[src/rtl/hazard_if.sv]
// Pipeline <-> hazard controller signal bundle.
// The pipeline side (master) supplies decode/execute status; the controller
// side (slave) returns write enables, flushes and mult/div status.
interface hazard_if;
   logic        IDEX_MemRead_in;
   logic [4:0]  IDEX_RegisterRt_in;
   logic [4:0]  IFID_RegisterRs_in;
   logic [4:0]  IFID_RegisterRt_in;
   logic        IFID_UsesRt_in;
   logic        Branch_taken_in;
   logic        Jump_in;
   logic        MulDiv_start_in;

   logic        PcWrite_out;
   logic        IFID_Write_out;
   logic        IDEX_Write_out;
   logic        IFID_Flush_out;
   logic        IDEX_Flush_out;
   logic        EXMEM_Flush_out;
   logic        MulDiv_busy_out;
   logic        MulDiv_done_out;
   logic [15:0] Stall_cnt_out;

   modport master (
      output IDEX_MemRead_in, IDEX_RegisterRt_in, IFID_RegisterRs_in,
             IFID_RegisterRt_in, IFID_UsesRt_in, Branch_taken_in,
             Jump_in, MulDiv_start_in,
      input  PcWrite_out, IFID_Write_out, IDEX_Write_out, IFID_Flush_out,
             IDEX_Flush_out, EXMEM_Flush_out, MulDiv_busy_out,
             MulDiv_done_out, Stall_cnt_out
   );

   modport slave (
      input  IDEX_MemRead_in, IDEX_RegisterRt_in, IFID_RegisterRs_in,
             IFID_RegisterRt_in, IFID_UsesRt_in, Branch_taken_in,
             Jump_in, MulDiv_start_in,
      output PcWrite_out, IFID_Write_out, IDEX_Write_out, IFID_Flush_out,
             IDEX_Flush_out, EXMEM_Flush_out, MulDiv_busy_out,
             MulDiv_done_out, Stall_cnt_out
   );
endinterface

[src/rtl/hazard_ctrl.sv]
// Pipeline hazard controller: load-use stalls, branch/jump flushes and a
// fixed-latency mult/div stall with a done pulse, plus a saturating count
// of cycles in which the PC was held.
//
// state | meaning
// ------+-----------------------------------------------------------------
// RUN   | normal issue; branch > mult/div start > load-use > jump priority
// BUSY  | mult/div in flight; cnt counts down, done pulses when cnt == 0
module hazard_ctrl #(
   parameter int unsigned MULDIV_LAT = 32
) (
   input logic     clk,
   input logic     reset,
   hazard_if.slave hz
);

   typedef enum logic {RUN = 1'b0, BUSY = 1'b1} state_t;

   // Start cycle is the first stall cycle, so the counter covers the rest.
   localparam logic [7:0] LAT_M1 = 8'(MULDIV_LAT - 1);

   state_t      state, stateNext;
   logic [7:0]  cnt, cntNext;
   logic [15:0] stallCnt;
   logic        loadUse;
   logic        rtMatchRs, rtMatchRt;

   logic pcWrite, ifidWrite, idexWrite;
   logic ifidFlush, idexFlush, exmemFlush;
   logic busy, done;

   assign rtMatchRs = (hz.IDEX_RegisterRt_in == hz.IFID_RegisterRs_in);
   assign rtMatchRt = hz.IFID_UsesRt_in &
                      (hz.IDEX_RegisterRt_in == hz.IFID_RegisterRt_in);
   // Register 0 is hard-wired zero, so a load into it never creates a hazard.
   assign loadUse   = hz.IDEX_MemRead_in & (hz.IDEX_RegisterRt_in != 5'd0) &
                      (rtMatchRs | rtMatchRt);

   // State and countdown registers.
   always_ff @(posedge clk or posedge reset) begin
      if (reset) begin
         state <= RUN;
         cnt   <= 8'd0;
      end else begin
         state <= stateNext;
         cnt   <= cntNext;
      end
   end

   // Next state and all hazard outputs, combinational with no added latency.
   always_comb begin
      stateNext  = state;
      cntNext    = cnt;
      pcWrite    = 1'b1;
      ifidWrite  = 1'b1;
      idexWrite  = 1'b1;
      ifidFlush  = 1'b0;
      idexFlush  = 1'b0;
      exmemFlush = 1'b0;
      busy       = 1'b0;
      done       = 1'b0;

      case (state)
         RUN: begin
            if (hz.Branch_taken_in) begin
               ifidFlush = 1'b1;
               idexFlush = 1'b1;
            end else if (hz.MulDiv_start_in) begin
               pcWrite    = 1'b0;
               ifidWrite  = 1'b0;
               idexWrite  = 1'b0;
               exmemFlush = 1'b1;
               busy       = 1'b1;
               cntNext    = LAT_M1;
               stateNext  = BUSY;
            end else if (loadUse) begin
               // A jump in ID is held back; it is seen again next cycle.
               pcWrite   = 1'b0;
               ifidWrite = 1'b0;
               idexFlush = 1'b1;
            end else if (hz.Jump_in) begin
               ifidFlush = 1'b1;
            end
         end
         BUSY: begin
            if (cnt != 8'd0) begin
               pcWrite    = 1'b0;
               ifidWrite  = 1'b0;
               idexWrite  = 1'b0;
               exmemFlush = 1'b1;
               busy       = 1'b1;
               cntNext    = cnt - 8'd1;
            end else begin
               // Done cycle ignores a new start, so there is no re-trigger.
               done      = 1'b1;
               stateNext = RUN;
            end
         end
         default: begin
            stateNext = RUN;
            cntNext   = 8'd0;
         end
      endcase

      // Reset freezes the pipeline outright, not just the controller state.
      if (reset) begin
         stateNext  = RUN;
         cntNext    = 8'd0;
         pcWrite    = 1'b0;
         ifidWrite  = 1'b0;
         idexWrite  = 1'b0;
         ifidFlush  = 1'b0;
         idexFlush  = 1'b0;
         exmemFlush = 1'b0;
         busy       = 1'b0;
         done       = 1'b0;
      end
   end

   // Saturating count of cycles where the PC was held.
   always_ff @(posedge clk or posedge reset) begin
      if (reset) begin
         stallCnt <= 16'd0;
      end else if (!pcWrite && (stallCnt != 16'hFFFF)) begin
         stallCnt <= stallCnt + 16'd1;
      end
   end

   assign hz.PcWrite_out     = pcWrite;
   assign hz.IFID_Write_out  = ifidWrite;
   assign hz.IDEX_Write_out  = idexWrite;
   assign hz.IFID_Flush_out  = ifidFlush;
   assign hz.IDEX_Flush_out  = idexFlush;
   assign hz.EXMEM_Flush_out = exmemFlush;
   assign hz.MulDiv_busy_out = busy;
   assign hz.MulDiv_done_out = done;
   assign hz.Stall_cnt_out   = stallCnt;

endmodule

[src/flat_wrapper.sv]
// flat-port wrapper written by rule: the top's interface ports become plain ports
module hazard_ctrl_flat 
#(
   parameter int unsigned MULDIV_LAT = 32
)
  (clk, reset, hz_IDEX_MemRead_in, hz_IDEX_RegisterRt_in, hz_IFID_RegisterRs_in, hz_IFID_RegisterRt_in, hz_IFID_UsesRt_in, hz_Branch_taken_in, hz_Jump_in, hz_MulDiv_start_in, hz_PcWrite_out, hz_IFID_Write_out, hz_IDEX_Write_out, hz_IFID_Flush_out, hz_IDEX_Flush_out, hz_EXMEM_Flush_out, hz_MulDiv_busy_out, hz_MulDiv_done_out, hz_Stall_cnt_out);
  hazard_if hz_i ();
  input logic clk;
  input logic reset;
  input wire logic [$bits(hz_i.IDEX_MemRead_in)-1:0] hz_IDEX_MemRead_in;
  input wire logic [$bits(hz_i.IDEX_RegisterRt_in)-1:0] hz_IDEX_RegisterRt_in;
  input wire logic [$bits(hz_i.IFID_RegisterRs_in)-1:0] hz_IFID_RegisterRs_in;
  input wire logic [$bits(hz_i.IFID_RegisterRt_in)-1:0] hz_IFID_RegisterRt_in;
  input wire logic [$bits(hz_i.IFID_UsesRt_in)-1:0] hz_IFID_UsesRt_in;
  input wire logic [$bits(hz_i.Branch_taken_in)-1:0] hz_Branch_taken_in;
  input wire logic [$bits(hz_i.Jump_in)-1:0] hz_Jump_in;
  input wire logic [$bits(hz_i.MulDiv_start_in)-1:0] hz_MulDiv_start_in;
  output wire logic [$bits(hz_i.PcWrite_out)-1:0] hz_PcWrite_out;
  output wire logic [$bits(hz_i.IFID_Write_out)-1:0] hz_IFID_Write_out;
  output wire logic [$bits(hz_i.IDEX_Write_out)-1:0] hz_IDEX_Write_out;
  output wire logic [$bits(hz_i.IFID_Flush_out)-1:0] hz_IFID_Flush_out;
  output wire logic [$bits(hz_i.IDEX_Flush_out)-1:0] hz_IDEX_Flush_out;
  output wire logic [$bits(hz_i.EXMEM_Flush_out)-1:0] hz_EXMEM_Flush_out;
  output wire logic [$bits(hz_i.MulDiv_busy_out)-1:0] hz_MulDiv_busy_out;
  output wire logic [$bits(hz_i.MulDiv_done_out)-1:0] hz_MulDiv_done_out;
  output wire logic [$bits(hz_i.Stall_cnt_out)-1:0] hz_Stall_cnt_out;
  assign hz_i.IDEX_MemRead_in = hz_IDEX_MemRead_in;
  assign hz_i.IDEX_RegisterRt_in = hz_IDEX_RegisterRt_in;
  assign hz_i.IFID_RegisterRs_in = hz_IFID_RegisterRs_in;
  assign hz_i.IFID_RegisterRt_in = hz_IFID_RegisterRt_in;
  assign hz_i.IFID_UsesRt_in = hz_IFID_UsesRt_in;
  assign hz_i.Branch_taken_in = hz_Branch_taken_in;
  assign hz_i.Jump_in = hz_Jump_in;
  assign hz_i.MulDiv_start_in = hz_MulDiv_start_in;
  assign hz_PcWrite_out = hz_i.PcWrite_out;
  assign hz_IFID_Write_out = hz_i.IFID_Write_out;
  assign hz_IDEX_Write_out = hz_i.IDEX_Write_out;
  assign hz_IFID_Flush_out = hz_i.IFID_Flush_out;
  assign hz_IDEX_Flush_out = hz_i.IDEX_Flush_out;
  assign hz_EXMEM_Flush_out = hz_i.EXMEM_Flush_out;
  assign hz_MulDiv_busy_out = hz_i.MulDiv_busy_out;
  assign hz_MulDiv_done_out = hz_i.MulDiv_done_out;
  assign hz_Stall_cnt_out = hz_i.Stall_cnt_out;
  hazard_ctrl #(.MULDIV_LAT(MULDIV_LAT)) u_core (.clk(clk), .reset(reset), .hz(hz_i));
endmodule
[config.mk]
export PLATFORM = sky130hd
export DESIGN_NAME = hazard_ctrl_flat
export DESIGN_NICKNAME = d
export VERILOG_FILES = /design/src/rtl/hazard_if.sv /design/src/rtl/hazard_ctrl.sv /design/src/flat_wrapper.sv
export SDC_FILE = /design/constraint.sdc
export NUM_CORES = 1
export LEC_CHECK = 0
export ABC_AREA = 0
export CORE_UTILIZATION = 25
export DETAILED_ROUTE_END_ITERATION = 12
export SLEW_MARGIN = 20
export SYNTH_ARGS = -nofsm -noshare
export SYNTH_HDL_FRONTEND = slang
export SYNTH_SLANG_ARGS = --single-unit
export TNS_END_PERCENT = 10
[constraint.sdc]
create_clock -name clk -period 10.2 [get_ports clk]
set_clock_uncertainty 0.05 [all_clocks]
set_input_delay 2.55 -clock clk [delete_from_list [all_inputs] [get_ports clk]]
set_output_delay 2.55 -clock clk [all_outputs]
set_load 0.02 [all_outputs]
# == Word-level counts from Yosys, hierarchy flattened ==
# Cells that the tools add are included.
# totals
ramBits,0
n_memories,0
ff_bits,25
latchBits,0
elab_cells,54
rom_bits,0
out_inout_bits,24
# op_classes
reduce_logical,5
div_mod_pow,0
n_shift,0
addsub,2
bitwise,5
n_eq_ne,6
order_cmp,0
mul,0
muxes,33
# op_table
cell,count
2-to-1 mux 8 bit,4
2-to-1 mux 1 bit,25
adder 16 x 1 -> 16 bit (second input constant),1
inequality test 16 bit (second input constant),1
one-hot mux 8 bit (2 select lines),1
equality test 5 bit,2
inequality test 3 bit (second input constant),3
nonzero test 8 bit,1
subtractor 8 x 1 -> 8 bit (second input constant),1
one-hot mux 1 bit (2 select lines),3
nonzero test 5 bit,1
AND 1 bit,3
AND reduction 3 bit,1
logical AND 1 bit,1
zero test 1 bit,1
inverter 1 bit,1
bitwise OR 1 bit,1

# == Depth between registers and ports, before layout ==
# Gate-level depths: netlist of run 1.
# depth
word_depth,11
ltp_mapped,9
mapped_depth_nobuf,8

# == Worst setup path before layout of run 1 ==
# Ideal clock, no wire load.
# synth_path
kind,input to output
start,in reset
end,out hz_PcWrite_out
path_buffers,3
arrival_time_ns,4.556
required_ns,7.600
path_slack_ns,3.044
path_stages,7
cell_sequence,buf_4 > inv_1 > and4_1 > nor3_2 > a211oi_4 > buf_4 > buf_4
# synth_via
elab_chain_len,1
# synth_rtl
item,line_no,rtl
from (decl),flat_wrapper.sv:9,input logic reset;
2-to-1 mux 1 bit,--,
to (decl),flat_wrapper.sv:18,output wire logic [$bits(hz_i.PcWrite_out)-1:0] hz_PcWrite_out;
# Every way passes these cells.

# == Worst setup path after layout of run 1 ==
# layout_path
start,in hz_IDEX_RegisterRt_in[1]
end,out hz_IFID_Write_out
# layout_via
elab_chain_len,9
word_cells_on_any_way,12
cone_classes,eq/ne: 2; mux: 5; bitwise: 4; reduce/logical: 1
# layout_rtl
item,line_no,rtl
from (decl),flat_wrapper.sv:11,input wire logic [$bits(hz_i.IDEX_RegisterRt_in)-1:0] hz_IDEX_RegisterRt_in;
equality test 5 bit,hazard_ctrl.sv:34,(hz.IDEX_RegisterRt_in == hz.IFID_RegisterRt_in);
AND 1 bit,hazard_ctrl.sv:33,assign rtMatchRt = hz.IFID_UsesRt_in &
bitwise OR 1 bit,hazard_ctrl.sv:37,(rtMatchRs | rtMatchRt);
AND 1 bit *,hazard_ctrl.sv:36,assign loadUse = hz.IDEX_MemRead_in & (hz.IDEX_RegisterRt_in != 5'd0) &
2-to-1 mux 1 bit *,hazard_ctrl.sv:76,end else if (loadUse) begin
2-to-1 mux 1 bit *,hazard_ctrl.sv:68,end else if (hz.MulDiv_start_in) begin
2-to-1 mux 1 bit *,hazard_ctrl.sv:65,if (hz.Branch_taken_in) begin
one-hot mux 1 bit (2 select lines) *,hazard_ctrl.sv:63,case (state)
2-to-1 mux 1 bit *,hazard_ctrl.sv:106,if (reset) begin
to (decl),flat_wrapper.sv:19,output wire logic [$bits(hz_i.IFID_Write_out)-1:0] hz_IFID_Write_out;
# Every way passes the cells marked *; elsewhere a longest branch is shown, timed or not.

==> impl_metrics.yaml, run 1 <==
status:
  outcome: "complete, no violations"
clock_network:
  root_buffer: "clkbuf_8"
  clk_latency_ns: 0.28
  postCtsResizedCells: 0
  cts.path.max_buffers: 2
  clkSlewWorstSetupHoldPaths_ns: 0.09
  cts_tree: "done"
  cts_buffers: 3
  post_cts_buffers: 0
  htreeDepth: 1
  hold_buffers: 0
  cts_sinks: 25
critical_path:
  worstPathRequired_ns: 7.60
  cp_common_cell: "clkdlybuf4s50_1"
  worstPathMaxFanout: 17
  reg2reg_to: "u_core.hz.Stall_cnt_out[1]$_DFFE_PP0P_"
  reg2reg_from: "u_core.cnt[0]$_DFFE_PP0P_"
  worst_ep_arrival_time_ns: 5.17
  critPathSlowestCell: "clkdlybuf4s50_1"
  cp-endpoint: "hz_IFID_Write_out"
  reg2regPathDepth: 8
  max_stage_delay_ns: 0.73
  worst-setup-path-type: "in -> out"
  setup.worst_path.start: "hz_IDEX_RegisterRt_in[1]"
  cp-start-kind: "input port"
  crit_path_end_kind: "output port"
  worstPathCellList: "clkdlybuf4s50_1 > or4_1 > o21ai_1 > nor3_2 > a211oi_4 > clkdlybuf4s50_1"
  ff2ff_setup_slack_ns: 7.18
sta:
  finalHoldViolCount: 0
  timing.final.max_slew_violations: 0
  tightest_slew_ns: 0.685
  rsz0062_at_grt: "no"
  slew_headroom: 0.542
  fmax_mhz: 129
  period_share: 0.762
  finalSetupTns_ns: 0
  setup_viol: 0
  fin_crit_ns: 7.77
route:
  firstDrtPassIters: 4
  remaining_drc_errors: 0
  drt-total-wl_mm: 3.28
  vias: 1284
  postRouteAntennaNets: 0
  wl_per_cell_um: 12.2
  drtIter0Drc: 93
  post_drt_via_cell_ratio: 4.77
final_layout:
  final_util: 0.365
  final_layout_size_suffix_gt1_frac: 0.0508
  layout_commonest_cell: "clkdlybuf4s50_1"
  area_growth_pct: 37.9
  final_cell_mix: "45 x clkdlybuf4s50_1, 25 x dfrtp_1, 15 x nand2_1, 12 x xor2_1, 11 x xnor2_1"
  antennaDiodeCount: 0
  nNetsFinal: 223
global_route:
  grt_usage: 0.117
  grt_pass1_wl_mm: 5.87
  antenna_found_initial: 0
  grt_overflow: 0
  grt_max_degree: 28
  grt_pass1_vias: 1279
yosys:
  synth_area_um2: 1480
  synthesis.nets: 178
  syn-instance-count: 153
  yosysWarnings: 0
  async_flop_share: 1.00
  synthFlopType: "dfrtp_1"
  synth_cell_types: 36
  seq_area_frac_synth: 0.422
  synth_area_leader_cell: "dfrtp_1"
  ys_top_cells_by_area: "dfrtp_1 42%, xor2_1 7.1%, xnor2_1 6.5%"
  synth_top_area_frac: 0.422
  synth_edf_count: 0
  ys_seq_elements: 25
  synth_area_per_cell_um2: 9.70
die:
  io_pins: 46
  num_rows: 27
  die-area_um2: 6250
  die_w_um: 79.0
  fp.dieH_um: 79.0
  core-area_um2: 5610
  initial_core_util: 0.265
power:
  power_density_nw_per_um2: 178
  peakVddDrop_uv: 108
  p_leak_nw: 0.786
job:
  max_cap_viol_count: 0
worst_hold_path:
  hp-class: "reg -> reg"
placed_design:
  finalWeightedCongestion: 0.752
  dpl.hpwl_mm: 2.49
  portBuffers: 45
## synth_stat cells (4+ instances only)
cell type and instances:
dfrtp_1 25, nor3b_1 4, xor2_1 12, buf_4 4
nor3_1 6, nand2_1 15, o21ai_0 6, inv_1 4
nor4_1 5, nor2_1 10, xnor2_1 11, nand3_1 7
nor4b_1 5
## sequential cells by signal, summed over array words and instances, names as in the netlist
name / count
u_core.cnt: 8
u_core.hz.Stall_cnt_out: 16
u_core.state: 1
## worst max-delay path, delay by kind of cell
family                 cells  cell delay [ns]
AO/OA/AOI/OAI              2             0.82
AND/OR/NAND/NOR            2             0.61
buffers and inverters      2             1.19
## per-layer routing
| metal | global-route usage | vias to the layer above | part of all wire |
|---|---|---|---|
| met4 | 0.0436 | 0 | 0.011 |
| met2 | 0.186 | 48 | 0.45 |
| met3 | 0.0218 | 2 | 0.063 |
| li1 | - | 633 | - |
| met1 | 0.157 | 601 | 0.47 |
| met5 | 0 | - | 0 |
## worst min path at each step
stage | from | endpoint | slack (ns) | cells past startpoint
finish | u_core.cnt[7]$_DFFE_PP0P_ | u_core.cnt[7]$_DFFE_PP0P_ | 0.44 | 1
global route | u_core.hz.Stall_cnt_out[6]$_DFFE_PP0P_ | u_core.hz.Stall_cnt_out[6]$_DFFE_PP0P_ | 0.46 | 1
CTS | u_core.cnt[7]$_DFFE_PP0P_ | u_core.cnt[7]$_DFFE_PP0P_ | 0.44 | 1
detailed placement | u_core.cnt[7]$_DFFE_PP0P_ | u_core.cnt[7]$_DFFE_PP0P_ | 0.43 | 1
global placement | u_core.cnt[7]$_DFFE_PP0P_ | u_core.cnt[7]$_DFFE_PP0P_ | 0.43 | 1
floorplan | u_core.cnt[7]$_DFFE_PP0P_ | u_core.cnt[7]$_DFFE_PP0P_ | 0.40 | 1
## cells by family after synthesis
kind of cell / synth area share
compound gates: 0.107
xor+xnor: 0.136
fa+ha+maj: 0.0253
buf+inv: 0.0388
flops: 0.422
mux: 0.0228
simple gates: 0.249
## stage by stage
| stage | worst slack, ns | cell area, um^2 | total power [mW] | hold slack, ns | cells |
|---|---|---|---|---|---|
| final | 2.43 | 2050 | 0.365 | 0.443 | 269 |
| after global routing | 2.27 | 2050 | 0.390 | 0.459 | 269 |
| after CTS | 2.43 | 2050 | 0.370 | 0.439 | 269 |
| after detailed placement | 2.43 | 2000 | 0.305 | 0.426 | 265 |
| after global placement | 2.44 | 2000 | 0.303 | 0.431 | 265 |
| after floorplan | 3.04 | 1480 | 0.235 | 0.398 | 153 |
## area by class of cell
type | count | area, um^2
fillers | 588 | 3560
multi-input cells | 117 | 801
flip-flops and latches | 25 | 626
repair buffers | 47 | 465
well taps | 72 | 90.1
clock buffers | 3 | 41.3
inverters | 4 | 15.0
clock inverters | 1 | 8.76
## report_power, final
part	total (mW)	internal [mW]	leakage [nW]	switching, mW
Sequential	0.149	0.122	0.311	0.0275
Combinational	0.153	0.0740	0.450	0.0786
Clock	0.0629	0.0286	0.0261	0.0343
No activity file was read; power rests on OpenSTA's default activity.
==> run 2, diff against run 1 <==
==> constraint.sdc (replaced) <==
create_clock -name clk -period 7.1 [get_ports clk]
set_clock_uncertainty 0.05 [all_clocks]
set_input_delay 1.775 -clock clk [delete_from_list [all_inputs] [get_ports clk]]
set_output_delay 1.775 -clock clk [all_outputs]
set_load 0.02 [all_outputs]
==> run 2 against run 1 <==
Net effect: count of clock-buffer cells in the layout did not move; final cell count rose by 0.37%; combinational power rose by 42%; global-route usage fell by 0.52 points; non-clock buffer count rose by 1; utilization rose by 0.11 points; largest cell class unchanged.
==> impl_metrics.yaml, run 2 (synthesis results as in run 1) <==
power:
  power_density_nw_per_um2: 254
  combinationalPowerShare: 0.418
  peakVddDrop_uv: 105
  p_seq_frac: 0.413
  sw_frac_of_total: 0.383
  internal_power_mw: 0.321
  power.total_mw: 0.521
  p_clk_frac: 0.169
  p_sw_mw: 0.200
  p_leak_nw: 0.787
global_route:
  grt_overflow: 0
  grt_usage: 0.112
  grt_max_degree: 28
  antenna_found_initial: 0
  grt_pass1_wl_mm: 5.66
  grt_pass1_vias: 1196
critical_path:
  worstPathRequired_ns: 5.28
  reg2reg_from: "u_core.cnt[0]$_DFFE_PP0P_"
  crit_path_end_kind: "output port"
  cp-start-kind: "input port"
  reg2regPathDepth: 9
  ff2ff_setup_slack_ns: 4.39
  worst-setup-path-type: "in -> out"
  worst_ep_arrival_time_ns: 4.12
  reg2reg_to: "u_core.hz.Stall_cnt_out[1]$_DFFE_PP0P_"
  worstPathMaxFanout: 17
final_layout:
  final_layout_size_suffix_gt1_frac: 0.0556
  final_cell_mix: "45 x clkdlybuf4s50_1, 25 x dfrtp_1, 15 x nand2_1, 12 x xor2_1, 11 x xnor2_1"
  layout_commonest_cell: "clkdlybuf4s50_1"
  largest_reg_flops: 16
  area_growth_pct: 38.4
  nNetsFinal: 224
  antennaDiodeCount: 0
worst_hold_path:
  hold_start: "u_core.cnt[7]$_DFFE_PP0P_"
  hold_path_end: "u_core.cnt[7]$_DFFE_PP0P_"
  whs_path_depth: 1
  hp-class: "reg -> reg"
job:
  max_cap_viol_count: 0
sta:
  setup_viol: 0
  finalHoldViolCount: 0
  rsz0062_at_grt: "no"
  timing.final.max_slew_violations: 0
  fin_ws_ns: 1.16
  slew_headroom: 0.642
  fmax_mhz: 168
  period_share: 0.837
  tightest_slew_ns: 0.533
  fin_crit_ns: 5.94
  finalSetupTns_ns: 0
placed_design:
  portBuffers: 45
  dpl.hpwl_mm: 2.45
  place_ws_ns: 1.13
  finalWeightedCongestion: 0.735
clock_network:
  post_cts_buffers: 0
  clkSlewWorstSetupHoldPaths_ns: 0.09
  cts.path.max_buffers: 2
  cts_sinks: 25
  htreeDepth: 1
  postCtsResizedCells: 0
  root_buffer: "clkbuf_8"
  cts_buffers: 3
  cts_tree: "done"
  clk_latency_ns: 0.27
  hold_buffers: 0
die:
  core-area_um2: 5610
  die-area_um2: 6250
  die_w_um: 79.0
  initial_core_util: 0.265
  num_rows: 27
  fp.dieH_um: 79.0
  io_pins: 46
route:
  wl_per_cell_um: 12.1
  post_drt_via_cell_ratio: 4.74
  vias: 1280
  remaining_drc_errors: 0
  drt-total-wl_mm: 3.28
  drtIter0Drc: 147
  postRouteAntennaNets: 0
  firstDrtPassIters: 4
status:
  outcome: "complete, no violations"
run 2: metal layers:
| layer | track usage | routed length, um |
|---|---|---|
| met1 | 0.159 | 1570 |
| met2 | 0.166 | 1460 |
| met3 | 0.0253 | 212 |
| met4 | 0.0382 | 34 |
| met5 | 0 | 0 |
run 2: cell type report:
cell class / count / area (um^2)
sequential: 25 / 626
multi-input combinational: 117 / 801
clock buffer: 3 / 41.3
clock inverter: 1 / 7.51
inverter: 4 / 15.0
tap: 72 / 90.1
timing repair buffer: 48 / 473
fill: 602 / 3550
run 2: through the flow:
stage,std cells,area (um^2),utilization,hold WS (ns)
5_1_grt,270,2050,0.366,0.461
2_1_floorplan,153,1480,-,0.398
3_5_place_dp,266,2000,0.357,0.416
6_report,270,2050,0.366,0.435
3_3_place_gp,266,2000,0.357,0.431
4_1_cts,270,2050,0.366,0.440
run 2: power groups by stage:
stage	Combinational, mW	Sequential [mW]	Clock [mW]
final	0.218	0.215	0.0882
after global routing	0.239	0.221	0.0960
after CTS	0.221	0.215	0.0909
after detailed placement	0.220	0.218	0
after global placement	0.217	0.219	0
after floorplan	0.0934	0.244	0
run 2: worst max path at each step:
stage	start	endpoint	slack (ns)	cells past startpoint
5_1_grt	hz_IDEX_RegisterRt_in[1]	hz_PcWrite_out	1.01	7
6_report	hz_IDEX_RegisterRt_in[1]	hz_IFID_Write_out	1.16	7
2_1_floorplan	reset	hz_PcWrite_out	1.49	7
3_3_place_gp	hz_IDEX_RegisterRt_in[1]	hz_IFID_Write_out	1.14	7
3_5_place_dp	hz_IDEX_RegisterRt_in[1]	hz_IFID_Write_out	1.13	7
4_1_cts	hz_IDEX_RegisterRt_in[1]	hz_IFID_Write_out	1.14	7
run 2: worst max-delay path: stages:
cell and delay, ns:
clkdlybuf4s50_1 0.46, or4_1 0.54, o21ai_1 0.18, nor3_2 0.07, a211oi_4 0.22, buf_4 0.24, clkdlybuf4s50_1 0.63
==> RTL edit 1: new RTL, config.mk and constraints of run 2 <==
`MULDIV_LAT` is set to 32 in 2 places; all go to 16.
--- a/src/rtl/hazard_ctrl.sv
+++ b/src/rtl/hazard_ctrl.sv
@@ -7,7 +7,7 @@
 // RUN   | normal issue; branch > mult/div start > load-use > jump priority
 // BUSY  | mult/div in flight; cnt counts down, done pulses when cnt == 0
 module hazard_ctrl #(
-   parameter int unsigned MULDIV_LAT = 32
+   parameter int unsigned MULDIV_LAT = 16
 ) (
    input logic     clk,
    input logic     reset,
--- a/src/flat_wrapper.sv
+++ b/src/flat_wrapper.sv
@@ -1,7 +1,7 @@
 // flat-port wrapper written by rule: the top's interface ports become plain ports
 module hazard_ctrl_flat 
 #(
-   parameter int unsigned MULDIV_LAT = 32
+   parameter int unsigned MULDIV_LAT = 16
 )
   (clk, reset, hz_IDEX_MemRead_in, hz_IDEX_RegisterRt_in, hz_IFID_RegisterRs_in, hz_IFID_RegisterRt_in, hz_IFID_UsesRt_in, hz_Branch_taken_in, hz_Jump_in, hz_MulDiv_start_in, hz_PcWrite_out, hz_IFID_Write_out, hz_IDEX_Write_out, hz_IFID_Flush_out, hz_IDEX_Flush_out, hz_EXMEM_Flush_out, hz_MulDiv_busy_out, hz_MulDiv_done_out, hz_Stall_cnt_out);
   hazard_if hz_i ();
Behaviour: no difference found for any inputs over 10 cycles, from zero or initial values and one cycle with reset high; that may be too few to reach the edited logic, so the function may still have changed.
==> RTL edit 1 against run 2 <==
- non-clock buffer count did not move
- power rose by 2.8%
- largest cell class unchanged
- clock power barely moved
- final area rose by 1.2%
- setup slack improved by 85 ps
- sequential cell count did not move
- routed wire length rose by 5.2%
- area after synthesis rose by 0.93%
- first-iteration DRC count fell by 61%
==> RTL edit 1: results (changes against run 2) <==
* Synth top cells by count: dfrtp_1 (25), nand2_1 (18), xnor2_1 (12), xor2_1 (12), o21ai_0 (8) (was dfrtp_1 (25), nand2_1 (15), xor2_1 (12))
* Hold_sp: u_core.hz.Stall_cnt_out[8] (was u_core.cnt[7])
* Post-Synth XOR/XNOR Area at 0.140 (was 0.136)
* Worst-skew pair later-pin latency at approximately 280 ps
* Lkg Pwr at 0.000821 uW (was 0.000787 uW)
* Setup Fix Bufs, Post-CTS at 0 (unchanged)
* Switching share of total power at 0.381 (was 0.383)
* Placed cell areas at 2030 um2 (was 2000 um2)
* Drt pass-1 iters at 4 (unchanged)
* Post-synth ARST share at 1.00 (unchanged)
* Worst r2r src: u_core.cnt[0] (unchanged)
* Synth Area in Compound Gates at 0.109 (was 0.107)
* Inserted Clock Buffers at 3 (unchanged)
* Worst Path Arrival at 4030 ps (was 4120 ps)
* Post-synth net total at 177 (was 178)
* H-tree depth at 1 (unchanged)
* # diodes at 0 (unchanged)
* Fin nets at 225 (was 224)
* Outcome: finished, final reports clean (unchanged)
* Number of global-route vias before repair at 1283 (was 1196)
* Reg clk slew, reported paths at 100 ps
* Synth top area cells: dfrtp_1 (42%), xnor2_1 (7.0%), xor2_1 (7.0%) (was dfrtp_1 (42%), xor2_1 (7.1%), xnor2_1 (6.5%))
* Total GRT Usage at 0.117 (was 0.112)
* Hold WC Path Type: flop to flop (unchanged)
* Post-synthesis mux area share at 0.0251 (was 0.0228)
* Adder-Cell Fraction of Synth Area at 0.0251 (was 0.0253)
* WL per Instance at 12.7 um (was 12.1 um)
* Initial DRC count at 58 (was 147)
* Synth warn at 0 (unchanged)
* Worst setup path start: hz_IDEX_RegisterRt_in[1] (unchanged)
* Largest net degree at the start of global routing at 31 (was 28)
* PortBufs at 45 (unchanged)
* Root buffer cell: clkbuf_8 (unchanged)
* HPWL after DPL at 2590 um (was 2450 um)
* Post-synthesis sequential area ratio at 0.418 (was 0.422)
* Max-slew headroom at 0.537 (was 0.642)
* Synth top area share at 0.418 (was 0.422)
* Vias per cell at 4.77 (was 4.74)
* Peak supply drop at 0.000175 V (was 0.000105 V)
* Worst-case clock buffer depth at 2 (unchanged)
* Fillers at 583 (was 602)
* First-pass GRT wire length at 5830 um (was 5660 um)
* Antenna violations before repair at 0 (unchanged)
* CTS resizes at 0 (unchanged)
* Max FO, Critical Path at 3 (was 17)
* Share of layout cells above drive strength 1 at 0.0704 (was 0.0556)
* Max reg flops at 16 (unchanged)
* Placer Congestion at 0.794 (was 0.735)
* Unique masters post-synth at 39 (was 36)
RTL edit 1: cell count changes in the layout (fill, tap and decap cells not counted), sizes merged, moves of 2 or more:
cell	change
or3	+2
nand3	-2
a22o	+2
nand2	+3
a311oi	-2
o41ai	-2
inv	+2
nor3b	-2
a211oi	-4
nor2	-5
RTL edit 1: per-layer routing:
metal	track usage	vias to the layer above	wire length, um
met4	0.0200	0	24
met1	0.141	623	1650
met5	0	-	0
met3	0.0297	4	159
met2	0.209	28	1620
li1	-	637	-
RTL edit 1: path summary, 6_finish.rpt:
check	slack (ps)	cells past startpoint	end
setup / recovery	1240	7	hz_IFID_Flush_out
min in group asynchronous	1940	3	u_core.hz.Stall_cnt_out[9]
setup reg to reg	4330	9	u_core.hz.Stall_cnt_out[14]
hold / removal	450	1	u_core.hz.Stall_cnt_out[8]
hold reg to reg	450	1	u_core.hz.Stall_cnt_out[8]
max in group asynchronous	4780	3	u_core.hz.Stall_cnt_out[13]
RTL edit 1: logic make-up after synthesis:
logic type	Yosys count
flip-flops	25
buffers and inverters	11
AND/OR/NAND/NOR	63
XOR/XNOR	24
multiplexers	3
AO/OA/AOI/OAI	23
adder cells (fa/ha/maj)	3
RTL edit 1: power by group through the flow:
stage	sequential [uW]	clock, uW	combinational (uW)
global route	223	96.4	250
global placement	219	0	230
CTS	216	92.4	233
finish	216	88.3	231
floorplan	244	0	104
detailed placement	219	0	232
RTL edit 1: layout make-up:
type	count	area, um2	share of cell area
timing repair buffer	48	473	0.228
sequential	25	626	0.301
tap	72	90.1	0.0433
clock buffer	3	41.3	0.0199
inverter	6	22.5	0.0108
clock inverter	1	7.51	0.00361
multi-input combinational	116	818	0.394
RTL edit 1: per-stage QoR:
step | setup WS, ps | instances | hold WS [ps] | utilization | power [uW]
finish | 1240 | 271 | 451 | 0.368 | 536
global route | 1090 | 271 | 480 | 0.368 | 569
CTS | 1220 | 271 | 458 | 0.368 | 542
detailed placement | 1210 | 267 | 439 | 0.360 | 450
global placement | 1220 | 267 | 430 | 0.360 | 449
floorplan | 1770 | 152 | 424 | - | 348
RTL edit 1: worst max-delay path: stages:
cell and delay [ps]:
clkdlybuf4s50_1 460, or4_1 540, o21ai_0 250, nand2b_1 170, a31oi_1 80, nor3_1 130
clkdlybuf4s50_1 620
==> RTL edit 2: new RTL, flow settings as in run 2 <==
Without the edit above. Make the reset (`reset`) synchronous in 2 clocked blocks.
--- a/src/rtl/hazard_ctrl.sv
+++ b/src/rtl/hazard_ctrl.sv
@@ -37,7 +37,7 @@
                       (rtMatchRs | rtMatchRt);
 
    // State and countdown registers.
-   always_ff @(posedge clk or posedge reset) begin
+   always_ff @(posedge clk) begin
       if (reset) begin
          state <= RUN;
          cnt   <= 8'd0;
@@ -118,7 +118,7 @@
    end
 
    // Saturating count of cycles where the PC was held.
-   always_ff @(posedge clk or posedge reset) begin
+   always_ff @(posedge clk) begin
       if (reset) begin
          stallCnt <= 16'd0;
       end else if (!pcWrite && (stallCnt != 16'hFFFF)) begin
Behaviour: differs if reset is asserted again (counterexample within 4 cycles, from zero or initial values and one cycle with reset high); with reset held inactive, the same outputs for 10 cycles.
==> RTL edit 2 against run 2 <==
- sequential cell count unchanged
- non-clock buffer count decreased by 1
- area after synthesis increased by 11%
- final area increased by 5.7%
- setup slack improved by 120 ps
- synthesized cell count increased by 26%
- routed wire length increased by 17%
- highest routed layer unchanged
Power is not compared: it rests on default switching activity, and its combinational part moved more than twofold at a synthesized area within 25%.
==> RTL edit 2: results (changes against run 2) <==
* Total Routed Length at 3850 um (was 3280 um)
* GR Layer Usage met1 at 0.152 (was 0.159)
* Metal2 WL at 1710 um (was 1460 um)
* Unique masters post-synth at 47 (was 36)
* End of the worst register-to-register path: u_core.hz.Stall_cnt_out[5] (was u_core.hz.Stall_cnt_out[1])
* FF-to-FF setup slack at 4370 ps (was 4390 ps)
* Routed length on met1 at 1870 um (was 1570 um)
* M2 GR Usage at 0.181 (was 0.166)
* Number of global-route vias before repair at 1423 (was 1196)
* Post-synth net total at 218 (was 178)
* Tmin final at 5820 ps (was 5940 ps)
* First-pass GRT wire length at 6560 um (was 5660 um)
* Most used DFF post-synth: dfxtp_1 (was dfrtp_1)
* Sequential power at 158 uW
* Post-Synth XOR/XNOR Area at 0.0530 (was 0.136)
* Hold_sp: u_core.cnt[7] (unchanged)
* Post-synthesis sequential area ratio at 0.303 (was 0.422)
* Via Count at 1548 (was 1280)
* Worst setup path start: hz_IDEX_RegisterRt_in[0] (was hz_IDEX_RegisterRt_in[1])
* CTS resizes at 0 (unchanged)
* Synth Area per Inst at 8.56 um2 (was 9.70 um2)
* Worst-case clock buffer depth at 2 (unchanged)
* Finished Layout Cells at 308 (was 270)
* Initial DRC count at 108 (was 147)
* Hold Violations, Final at 0 (unchanged)
* Worst r2r src: u_core.state (was u_core.cnt[0])
* HPWL after DPL at 2800 um (was 2450 um)
* Largest net degree at the start of global routing at 35 (was 28)
* Synth Area in Compound Gates at 0.227 (was 0.107)
* Slowest Stage Delay on Critical Path at 660 ps (was 630 ps)
* Share of layout cells above drive strength 1 at 0.117 (was 0.0556)
* Worst Tran Pin Value at 812 ps (was 533 ps)
* Hold EP: u_core.cnt[7] (unchanged)
* Placed Cells at 304 (was 266)
* Fin nets at 257 (was 224)
* Placed cell areas at 2130 um2 (was 2000 um2)
* Post-synth ARST share at 0 (was 1.00)
* Synth top area cells: dfxtp_1 (30%), xnor2_1 (5.3%), a21oi_2 (4.8%) (was dfrtp_1 (42%), xor2_1 (7.1%), xnor2_1 (6.5%))
* Met3 Routed Length at 215 um (was 212 um)
* Synth top cells by count: dfxtp_1 (25), nor2_1 (16), nand3_1 (13) (was dfrtp_1 (25), nand2_1 (15), xor2_1 (12))
* Outcome: finished, final reports clean (unchanged)
* Worst slack, placed at 1250 ps (was 1130 ps)
* Crit path max-delay family: buffers and inverters (unchanged)
* Worst Path Arrival at 4000 ps (was 4120 ps)
* Adder-Cell Fraction of Synth Area at 0.0227 (was 0.0253)
* Reg2reg path depth at 7 (was 9)
* Post-synthesis mux area share at 0.0364 (was 0.0228)
* Hold slack at 452 ps (was 435 ps)
* GR met3 Demand/Resource at 0.0219 (was 0.0253)
* Placer Congestion at 0.743 (was 0.735)
* Fillers at 672 (was 602)
* Total GRT Usage at 0.113 (was 0.112)
==> RTL edit 2: cell type report <==
type                            instances  area (um2)  share of cell area
Sequential cell                        25         500               0.231
Inverter                                6        22.5              0.0104
Timing Repair Buffer                   47         465               0.214
Tap cell                               77        96.3              0.0444
Clock buffer                            4        45.0              0.0207
Multi-Input combinational cell        149        1040               0.480
==> RTL edit 2: cell families (layout without fill, tap and decap cells) <==
family / Yosys count / in the layout
buffers and inverters: 19 / 57
XOR/XNOR: 10 / 10
flip-flops: 25 / 25
AND/OR/NAND/NOR: 83 / 83
multiplexers: 4 / 4
adder cells (fa/ha/maj): 3 / 3
AO/OA/AOI/OAI: 49 / 49
==> RTL edit 2: worst reg2reg max path: cells and delay by family (launching register included) <==
kind            cells  cell delay [ps]
flops               1              630
buf+inv             2              440
compound gates      4              900
simple gates        1              650
